[src/rtl/pdm_cic_pkg.sv]
// Shared constants and elaboration helpers for the PDM CIC decimator.
// Width helpers are evaluated at elaboration only; channel codes match data_out_ch.
package pdm_cic_pkg;

    localparam logic CH_LEFT  = 1'b0;
    localparam logic CH_RIGHT = 1'b1;

    function automatic int clog2(input int v);
        int r = 0;
        int x = v - 1;
        while (x > 0) begin
            r++;
            x = x >> 1;
        end
        return r;
    endfunction

    // Register width needed to hold the full (R*M)^N growth plus sign.
    function automatic int acc_w_needed(input int stages, input int max_dec, input int diff_dly);
        return stages * clog2((max_dec + 1) * diff_dly) + 1;
    endfunction

endpackage

[src/rtl/pdm_cic_decim_if.sv]
// PCM output bus of the PDM decimator: data, channel tag, valid/ready.
// Producer holds data and valid stable until the consumer asserts ready.
interface pdm_cic_decim_if #(
    parameter int OUT_W = 24
);
    logic [OUT_W-1:0] data_out;
    logic             data_out_ch;
    logic             data_out_valid;
    logic             data_out_ready;

    modport master (output data_out, data_out_ch, data_out_valid, input data_out_ready);
    modport slave  (input data_out, data_out_ch, data_out_valid, output data_out_ready);
endinterface

[src/rtl/cic_channel.sv]
// One CIC channel: registered integrator cascade on strobe, comb chain evaluated on dump.
// Latency: result is combinational during the dump cycle; no backpressure (caller owns buffering).
module cic_channel
    import pdm_cic_pkg::*;
#(
    parameter int STAGES   = 3,
    parameter int DIFF_DLY = 1,
    parameter int ACC_W    = 32
)(
    input  logic                    clk,
    input  logic                    rst,
    input  logic                    strobe,
    input  logic                    sample,
    input  logic                    dump,
    output logic signed [ACC_W-1:0] result,
    output logic                    done
);

    logic signed [ACC_W-1:0] integ [STAGES];
    logic signed [ACC_W-1:0] hist  [STAGES][DIFF_DLY];
    logic signed [ACC_W-1:0] diff  [STAGES+1];
    logic signed [ACC_W-1:0] x;

    assign x = sample ? ACC_W'(1) : '1;

    always_ff @(posedge clk) begin
        if (rst) begin
            for (int k = 0; k < STAGES; k++) begin
                integ[k] <= '0;
                for (int d = 0; d < DIFF_DLY; d++) hist[k][d] <= '0;
            end
        end else begin
            // Each stage adds the previous stage's old value: one stage of ripple per strobe.
            if (strobe) begin
                integ[0] <= integ[0] + x;
                for (int k = 1; k < STAGES; k++) integ[k] <= integ[k] + integ[k-1];
            end
            if (dump) begin
                for (int k = 0; k < STAGES; k++) begin
                    hist[k][0] <= diff[k];
                    for (int d = 1; d < DIFF_DLY; d++) hist[k][d] <= hist[k][d-1];
                end
            end
        end
    end

    always_comb begin
        diff[0] = integ[STAGES-1];
        for (int k = 0; k < STAGES; k++) diff[k+1] = diff[k] - hist[k][DIFF_DLY-1];
    end

    assign result = diff[STAGES];
    assign done   = dump;

endmodule

[src/rtl/pdm_cic_decim.sv]
// PDM mic clock generator + CIC decimator; PDM_CIC_STEREO_EN adds a left channel on rising mic_clk.
// Latency: data_out_valid rises 2 clk cycles after the strobe completing the R-th sample.
// Backpressure: single output register; a result arriving while valid&&!ready is dropped and sets overrun.
module pdm_cic_decim
    import pdm_cic_pkg::*;
#(
    parameter  int STAGES   = 3,
    parameter  int DIFF_DLY = 1,
    parameter  int ACC_W    = 32,
    parameter  int MAX_DEC  = 255,
    parameter  int OUT_W    = 24,
    localparam int DEC_W    = clog2(MAX_DEC + 1)
)(
    input  logic             clk,
    input  logic             rst,
    input  logic             en,
    input  logic [31:0]      clk_div,
    input  logic [DEC_W-1:0] dec_num,
    input  logic [4:0]       out_shift,
    output logic             mic_clk,
    input  logic             data_in,
    output logic             overrun,
    input  logic             ovr_clr,
    pdm_cic_decim_if.master  pcm
);

    if (acc_w_needed(STAGES, MAX_DEC, DIFF_DLY) > ACC_W || STAGES < 1 || STAGES > 6
        || DIFF_DLY < 1 || DIFF_DLY > 2) begin : g_param_err
        $error("pdm_cic_decim: illegal STAGES/DIFF_DLY or ACC_W too narrow for (MAX_DEC+1)*DIFF_DLY growth");
    end

    logic                    clr;
    logic [31:0]             div_cnt;
    logic                    tc;
    logic                    str_r;
    logic [DEC_W-1:0]        dec_cnt;
    logic [DEC_W-1:0]        dec_q;
    logic                    dec_last;
    logic                    dump_r;
    logic signed [ACC_W-1:0] res_r;
    logic                    done_r;
    logic                    res_vld;
    logic signed [ACC_W-1:0] res_dat;
    logic                    accept;
    logic                    drop;

    assign clr      = rst || !en;
    assign tc       = (div_cnt == 32'd0);
    assign str_r    = !clr && tc && mic_clk;
    assign dec_last = (dec_cnt == dec_q);

    // Down-counter reloads clk_div only at terminal count, so divider changes land on a clean edge.
    always_ff @(posedge clk) begin
        if (clr) begin
            div_cnt <= clk_div;
            mic_clk <= 1'b1;
        end else if (tc) begin
            div_cnt <= clk_div;
            mic_clk <= ~mic_clk;
        end else begin
            div_cnt <= div_cnt - 32'd1;
        end
    end

    always_ff @(posedge clk) begin
        if (clr) begin
            dec_cnt <= '0;
            dec_q   <= dec_num;
            dump_r  <= 1'b0;
        end else begin
            dump_r <= str_r && dec_last;
            if (str_r) begin
                if (dec_last) begin
                    dec_cnt <= '0;
                    dec_q   <= dec_num;
                end else begin
                    dec_cnt <= dec_cnt + 1'b1;
                end
            end
        end
    end

    cic_channel #(.STAGES(STAGES), .DIFF_DLY(DIFF_DLY), .ACC_W(ACC_W)) u_right (
        .clk(clk), .rst(clr), .strobe(str_r), .sample(data_in), .dump(dump_r),
        .result(res_r), .done(done_r)
    );

`ifdef PDM_CIC_STEREO_EN
    logic                    str_l;
    logic                    dump_l;
    logic signed [ACC_W-1:0] res_l;
    logic                    done_l;
    logic                    res_ch;

    assign str_l = !clr && tc && !mic_clk;

    // Left dumps on the rising-edge sample that precedes the right wrap, so left leads each period.
    always_ff @(posedge clk) begin
        if (clr) dump_l <= 1'b0;
        else     dump_l <= str_l && dec_last;
    end

    cic_channel #(.STAGES(STAGES), .DIFF_DLY(DIFF_DLY), .ACC_W(ACC_W)) u_left (
        .clk(clk), .rst(clr), .strobe(str_l), .sample(data_in), .dump(dump_l),
        .result(res_l), .done(done_l)
    );

    assign res_vld = done_l || done_r;
    assign res_dat = done_l ? res_l : res_r;
    assign res_ch  = done_l ? CH_LEFT : CH_RIGHT;

    always_ff @(posedge clk) begin
        if (clr)                                          pcm.data_out_ch <= 1'b0;
        else if (res_vld && (!pcm.data_out_valid || accept)) pcm.data_out_ch <= res_ch;
    end
`else
    assign res_vld         = done_r;
    assign res_dat         = res_r;
    assign pcm.data_out_ch = CH_RIGHT;
`endif

    assign accept = pcm.data_out_valid && pcm.data_out_ready;
    assign drop   = res_vld && pcm.data_out_valid && !pcm.data_out_ready;

    always_ff @(posedge clk) begin
        if (clr) begin
            pcm.data_out       <= '0;
            pcm.data_out_valid <= 1'b0;
            overrun            <= 1'b0;
        end else begin
            if (res_vld && (!pcm.data_out_valid || accept)) begin
                pcm.data_out       <= OUT_W'(res_dat >>> out_shift);
                pcm.data_out_valid <= 1'b1;
            end else if (accept) begin
                pcm.data_out_valid <= 1'b0;
            end
            if (drop)         overrun <= 1'b1;
            else if (ovr_clr) overrun <= 1'b0;
        end
    end

endmodule

[src/flat_wrapper.sv]
// flat-port wrapper written by rule: the top's interface ports become plain ports
module pdm_cic_decim_flat import pdm_cic_pkg::*;
#(
    parameter  int STAGES   = 3,
    parameter  int DIFF_DLY = 1,
    parameter  int ACC_W    = 32,
    parameter  int MAX_DEC  = 255,
    parameter  int OUT_W    = 24,
    localparam int DEC_W    = clog2(MAX_DEC + 1)
)
  (clk, rst, en, clk_div, dec_num, out_shift, mic_clk, data_in, overrun, ovr_clr, pcm_data_out, pcm_data_out_ch, pcm_data_out_valid, pcm_data_out_ready);
  pdm_cic_decim_if #(.OUT_W(OUT_W)) pcm_i ();
  input  logic clk;
  input  logic rst;
  input  logic en;
  input  logic [31:0] clk_div;
  input  logic [DEC_W-1:0] dec_num;
  input  logic [4:0] out_shift;
  output logic mic_clk;
  input  logic data_in;
  output logic overrun;
  input  logic ovr_clr;
  output wire logic [$bits(pcm_i.data_out)-1:0] pcm_data_out;
  output wire logic [$bits(pcm_i.data_out_ch)-1:0] pcm_data_out_ch;
  output wire logic [$bits(pcm_i.data_out_valid)-1:0] pcm_data_out_valid;
  input wire logic [$bits(pcm_i.data_out_ready)-1:0] pcm_data_out_ready;
  assign pcm_data_out = pcm_i.data_out;
  assign pcm_data_out_ch = pcm_i.data_out_ch;
  assign pcm_data_out_valid = pcm_i.data_out_valid;
  assign pcm_i.data_out_ready = pcm_data_out_ready;
  pdm_cic_decim #(.STAGES(STAGES), .DIFF_DLY(DIFF_DLY), .ACC_W(ACC_W), .MAX_DEC(MAX_DEC), .OUT_W(OUT_W)) u_core (.clk(clk), .rst(rst), .en(en), .clk_div(clk_div), .dec_num(dec_num), .out_shift(out_shift), .mic_clk(mic_clk), .data_in(data_in), .overrun(overrun), .ovr_clr(ovr_clr), .pcm(pcm_i));
endmodule
[config.mk]
export PLATFORM = sky130hd
export DESIGN_NAME = pdm_cic_decim_flat
export DESIGN_NICKNAME = d
export VERILOG_FILES = /design/src/rtl/pdm_cic_pkg.sv /design/src/rtl/pdm_cic_decim_if.sv /design/src/rtl/cic_channel.sv /design/src/rtl/pdm_cic_decim.sv /design/src/flat_wrapper.sv
export SDC_FILE = /design/constraint.sdc
export NUM_CORES = 1
export LEC_CHECK = 0
export CORE_ASPECT_RATIO = 0.7
export CORE_UTILIZATION = 40
export DETAILED_ROUTE_END_ITERATION = 16
export PLACE_DENSITY_LB_ADDON = 0.2
export SYNTH_ARGS = -nofsm -noshare
export SYNTH_HDL_FRONTEND = slang
export SYNTH_SLANG_ARGS = --single-unit
[constraint.sdc]
create_clock -name clk -period 13.4 [get_ports clk]
set_clock_uncertainty 0.15 [all_clocks]
set_input_delay 2.68 -clock clk [delete_from_list [all_inputs] [get_ports clk]]
set_output_delay 2.68 -clock clk [all_outputs]
set_load 0.005 [all_outputs]
==> results_dict.tcl, run 1 <==
set metrics [dict create \
    io_pins 79 \
    cts_sinks 268 \
    cp.arrival_ns 8.82 \
    cts-hold-fix-buffers 0 \
    synth.largest_area_cell "edfxtp_1" \
    clk_path_buf_depth 3 \
    max_stage_delay_ns 0.77 \
    synth-edff-count 200 \
    synth-seq-area-share_pct 34.15 \
    grt_max_degree 65 \
    post-dp-hpwl_microns 40850 \
    slew_headroom_pct 32.94 \
    drive_gt1_share_pct 5.556 \
    core_area_sq_um 52730 \
    drtIter0Drc 1438 \
    finalCriticalPeriod_ns 8.444 \
    netlist_area_sq_um 21570 \
    cts-root-buf "clkbuf_16" \
    crit_top_cell "a21o_1" \
    cts_tree "yes" \
    antenna_left 0 \
    ys_ff_latch 268 \
    fp.dieH_microns 196.3 \
    remaining_drc_errors 0 \
    antenna_found_initial 1 \
    areaGrowthSynthToFinish_pct 11.55 \
    avgRoutedWirePerCell_microns 17.27 \
    yosysMostFrequentCell "nor2_1" \
    powerDensity_nw_per_um2 155.4 \
    status "completed" \
    worstSetupStartpointType "flip-flop" \
    hold_viol_final 0 \
    initial_core_util_pct 40.92 \
    async_flop_share_pct 0 \
    worstHoldPathType "reg2reg" \
    cts.clk_slew.worst_paths_ns 0.07 \
    path_max_fanout 11 \
    gp_congestion 0.9225 \
    dr.pass1.iters 5 \
    dieArea_sq_um 54880 \
    final-setup-viol-count 0 \
    track_usage_pct 19.66 \
    synth_area_leaders "edfxtp_1 28%, ha_1 11%, dfxtp_1 6.3%, xnor2_1 4.4%, a21oi_1 3.9%" \
    grt_pass1_wl_microns 88840 \
    io_buffers 77 \
    finish.utilization_pct 45.64 \
    htree_levels 1 \
    end_kind "flip-flop" \
    grt_pass1_vias 16670 \
    wl_microns 55030 \
    synth_warnings 0 \
    antenna_cells 0 \
    worstSkewPairLatency_ns 0.58 \
    finalMaxSlewViolations 0 \
    nets 2687 \
    ys_types 90 \
    die_w_microns 279.6 \
    worst_path_max_delay_cell "o31ai_1" \
    syn-num-nets 2641 \
    max_freq_mhz 118.4 \
    p_leak_nw 9.924 \
    cp.required_ns 13.78 \
    postSynth.topFlopCell "edfxtp_1" \
    ir_drop_v 0.0001092 \
    rows 70 \
    timing.setup.tns_ns 0 \
    numCtsBuffers 30 \
    postSynthAreaPerCell_sq_um 9.001 \
    grt.overflow.total 0 \
    cts-resized-gates 0 \
    yosysTopAreaCellShare_pct 27.84 \
    post-route-period-util_pct 63.01 \
    rsz0062_at_grt "false" \
    cap_violations 0 \
    post_cts_buffers 0 \
    vias 18020 \
    via_per_inst 5.655 \
    synthTopCellsByCount "208 x nor2_1, 200 x edfxtp_1, 187 x ha_1, 169 x a21oi_1, 164 x nand2_1" \
    worstMarginPinSlew_ns 0.9805 \
    synthCells 2397 \
    worst-setup-path-type "reg2reg" \
    hold_slack_ns 0.3152 \
]
==> layer usage <==
metal  part of all wire (%)  GRT usage (%)
met2                     38          26.16
met5                      0              0
met1                     54          32.19
met4                    1.5          3.279
met3                    6.9          3.608
==> kinds of logic after synthesis <==
logic type	count (synthesis)	share of synthesized area (%)
compound gates	679	20.79
simple gates	774	18.13
flops	268	34.15
xor+xnor	190	7.713
fa+ha+maj	193	11.40
buf+inv	237	4.210
mux	55	3.590
other cells	1	0.01738
==> placed cells by master, fill, tap and decap left out, drive strengths merged, types with 30 or more instances in the layout <==
master and instances:
nor2 209, edfxtp 200, ha 187, a21oi 170, nand2 165, inv 156
o21ai 138, xnor2 108, a21o 85, xor2 82, clkdlybuf4s50 77, and2 74
nor3 71, dfxtp 68, and3 57, clkbuf 43, nand3 39, nand2b 37
o21a 35, a211oi 30, o21bai 30
==> critical path: cells and delay by family, from the launching register on <==
family,cells,cell delay [ns]
flip-flops,1,0.39
AND/OR/NAND/NOR,4,0.45
multiplexers,1,0.42
buffers and inverters,2,0.14
XOR/XNOR,1,0.10
AO/OA/AOI/OAI,21,5.67
adder cells (fa/ha/maj),4,1.04
==> flip-flops by register name, indices dropped and copies added (netlist names) <==
name,count
u_core.mic_clk,1
u_core.u_right.integ,96
u_core.dec_cnt,8
u_core.dec_q,8
u_core.u_right.hist,96
u_core.pcm.data_out_valid,1
u_core.dump_r,1
u_core.div_cnt,32
u_core.pcm.data_out,24
u_core.overrun,1
==> cell type report <==
cell class              instances  area, sq um
clock buffers                  43        888.4
clock inverters                12        88.84
fillers                      5092        28660
inverters                     157        589.3
multi-input cells            1892        13330
flip-flops and latches        268         7367
well taps                     720        900.9
repair buffers                 94        898.4
==> stage by stage <==
step	area [sq um]	total power, mW	std cells	setup slack [ns]
2_1_floorplan	21570	2.418	2397	6.427
3_3_place_gp	23090	2.861	3131	5.236
3_5_place_dp	23090	2.868	3131	5.263
4_1_cts	24070	3.730	3186	5.204
5_1_grt	24070	3.977	3186	4.328
6_report	24070	3.739	3186	4.956
==> where the power goes <==
group          total (mW)  internal, mW  switching, mW  leakage [nW]
clock               0.839         0.477          0.362         0.488
combinational        1.95         0.789           1.16          6.66
sequential          0.948         0.925         0.0228          2.78
==> path summary, 6_finish.rpt <==
| kind | startpoint | endpoint | slack (ns) | cells past startpoint |
|---|---|---|---|---|
| worst min register to register | u_core.pcm.data_out[17]$_SDFFE_PP0P_ | u_core.pcm.data_out[17]$_SDFFE_PP0P_ | 0.32 | 2 |
| worst min-delay path | u_core.pcm.data_out[17]$_SDFFE_PP0P_ | u_core.pcm.data_out[17]$_SDFFE_PP0P_ | 0.32 | 2 |
| worst max register to register | u_core.u_right.integ[0][64]$_SDFFCE_PN0P_ | u_core.pcm.data_out[5]$_SDFFE_PP0P_ | 4.96 | 33 |
| worst max-delay path | u_core.u_right.integ[0][64]$_SDFFCE_PN0P_ | u_core.pcm.data_out[5]$_SDFFE_PP0P_ | 4.96 | 33 |
(Power assumes the default switching activity.)
==> run 2, diff against run 1 <==
- clock period: 13.4 -> 7 ns (I/O delays scaled with it)
==> run 2 against run 1 <==
Against the previous run:
- the run now ends with negative setup slack left
- die area stayed put
- first-iteration DRC count is 17% lower
- count of clock-buffer cells in the layout is 4 lower
- final area is 13% higher
- utilization is 6.0 points higher
- hold slack better by 0.00066 ns
- critical path depth is 2 lower
- maximum frequency is 18% higher
- largest power group unchanged
- highest routed layer unchanged
==> results_dict.tcl, run 2 (synthesis gave the netlist of run 1 again) <==
set metrics [dict create \
    worst-setup-path-type "reg2reg" \
    via_per_inst 5.484 \
    finalMaxSlewViolations 0 \
    rows 70 \
    track_usage_pct 20.75 \
    final-setup-viol-count 10 \
    grt_max_degree 73 \
    powerDensity_nw_per_um2 328.2 \
    violations "negative setup slack" \
    grt_pass1_vias 17850 \
    antenna_cells 0 \
    initial_core_util_pct 40.92 \
    core_area_sq_um 52730 \
    worstMarginPinSlew_ns 1.067 \
    timing.setup.tns_ns -0.6405 \
    rrSetupSlack_ns -0.15 \
    worstSkewPairLatency_ns 0.58 \
    ir_drop_v 0.0001792 \
    drtIter0Drc 1198 \
    io_pins 79 \
    post-dp-hpwl_microns 43560 \
    max_stage_delay_ns 0.53 \
    io_buffers 77 \
    worstHoldPathType "reg2reg" \
    antenna_found_initial 1 \
    dieArea_sq_um 54880 \
    clk_path_buf_depth 3 \
    die_w_microns 279.6 \
    finalCriticalPeriod_ns 7.146 \
    htree_levels 1 \
    avgRoutedWirePerCell_microns 17.15 \
    dr.pass1.iters 5 \
    worstSetupStartpointType "flip-flop" \
    finish.utilization_pct 51.60 \
    cts.clk_slew.worst_paths_ns 0.07 \
    status "complete, but fails checks" \
    antenna_left 0 \
    setup_ws_ns -0.1457 \
    cp.arrival_ns 7.52 \
    cts_tree "yes" \
    grt.overflow.total 0 \
    fillers 4874 \
    layout_common_cells "265 x buf_4, 202 x nor2_1, 200 x edfxtp_1, 174 x ha_1, 159 x nand2_1" \
    gp_congestion 0.9173 \
    remaining_drc_errors 0 \
    largest_registers "u_core.u_right.hist x96, u_core.u_right.integ x96, u_core.div_cnt x32" \
    drive_gt1_share_pct 20.25 \
    numCtsBuffers 30 \
    max_freq_mhz 139.9 \
    path_max_fanout 5 \
    rsz0062_at_grt "true" \
    p_total_mw 8.929 \
    p_leak_nw 11.46 \
    end_kind "flip-flop" \
    cp.required_ns 7.38 \
    vias 18950 \
    cap_violations 0 \
    nets 2956 \
    slew_headroom_pct 28.88 \
    mostFrequentLayoutCell "buf_4" \
    fp.dieH_microns 196.3 \
    dp_slack_ns -0.5981 \
    cts-root-buf "clkbuf_16" \
    post-route-period-util_pct 102.1 \
    cts_sinks 268 \
    wl_microns 59270 \
    hold_viol_final 0 \
    grt_pass1_wl_microns 93680 \
    worst_path_max_delay_cell "mux4_2" \
    areaGrowthSynthToFinish_pct 26.11 \
]
[run 2: final cells by class]
type                    instances  area [sq um]  share of cell area (%)
clock buffers                  39         867.1                   3.187
clock inverters                17         112.6                  0.4139
inverters                     157         589.3                   2.166
multi-input cells            1892         14370                   52.83
flip-flops and latches        268          7367                   27.08
well taps                     720         900.9                   3.311
repair buffers                363          2997                   11.01
[run 2: worst paths after layout]
check,end,cells past startpoint,startpoint
hold reg to reg,u_core.pcm.data_out[17]$_SDFFE_PP0P_,2,u_core.pcm.data_out[17]$_SDFFE_PP0P_
setup reg to reg,u_core.pcm.data_out[15]$_SDFFE_PP0P_,31,u_core.u_right.integ[0][66]$_SDFFCE_PN0P_
hold / removal,u_core.pcm.data_out[17]$_SDFFE_PP0P_,2,u_core.pcm.data_out[17]$_SDFFE_PP0P_
setup / recovery,u_core.pcm.data_out[15]$_SDFFE_PP0P_,31,u_core.u_right.integ[0][66]$_SDFFCE_PN0P_
[run 2: per-stage QoR]
stage | hold slack, ns | cells | area, sq um
floorplan | 0.2987 | 2397 | 21570
global placement | 0.2958 | 3356 | 24780
detailed placement | 0.3103 | 3356 | 24780
CTS | 0.3236 | 3439 | 26200
global route | 0.3406 | 3456 | 27210
finish | 0.3159 | 3456 | 27210
[run 2: per-layer routing]
layer  up-vias  GRT usage, %  part of all wire, %
met3        46         3.430                  6.1
met5         -             0                    0
met2       388         28.70                   40
met4         0         2.712                  1.1
met1      9017         33.59                   53
li1       9502             -                    -
[run 2: where the power goes]
group	switching [mW]	total, mW	internal, mW
clock network	0.690	1.60	0.905
logic	2.82	5.52	2.70
registers	0.0434	1.81	1.77
total	3.55	8.93	5.38
[run 2: what timing repair did]
action,4_1_cts,5_1_grt
resized for setup,64,175
pin swaps,38,96
setup endpoints to repair,24,24
buffers inserted,28,19
hold buffers,0,0
[run 2: worst max-delay path: cells and delay by family, from the launching register on]
family,cells,cell delay [ns]
adders and majority gates,3,0.91
xor gates and xnor gates,2,0.25
AOI/OAI and AO/OA,13,2.41
muxes,2,1.00
DFF,1,0.44
and+or+nand+nor,8,1.55
buffers and inverters,3,0.37
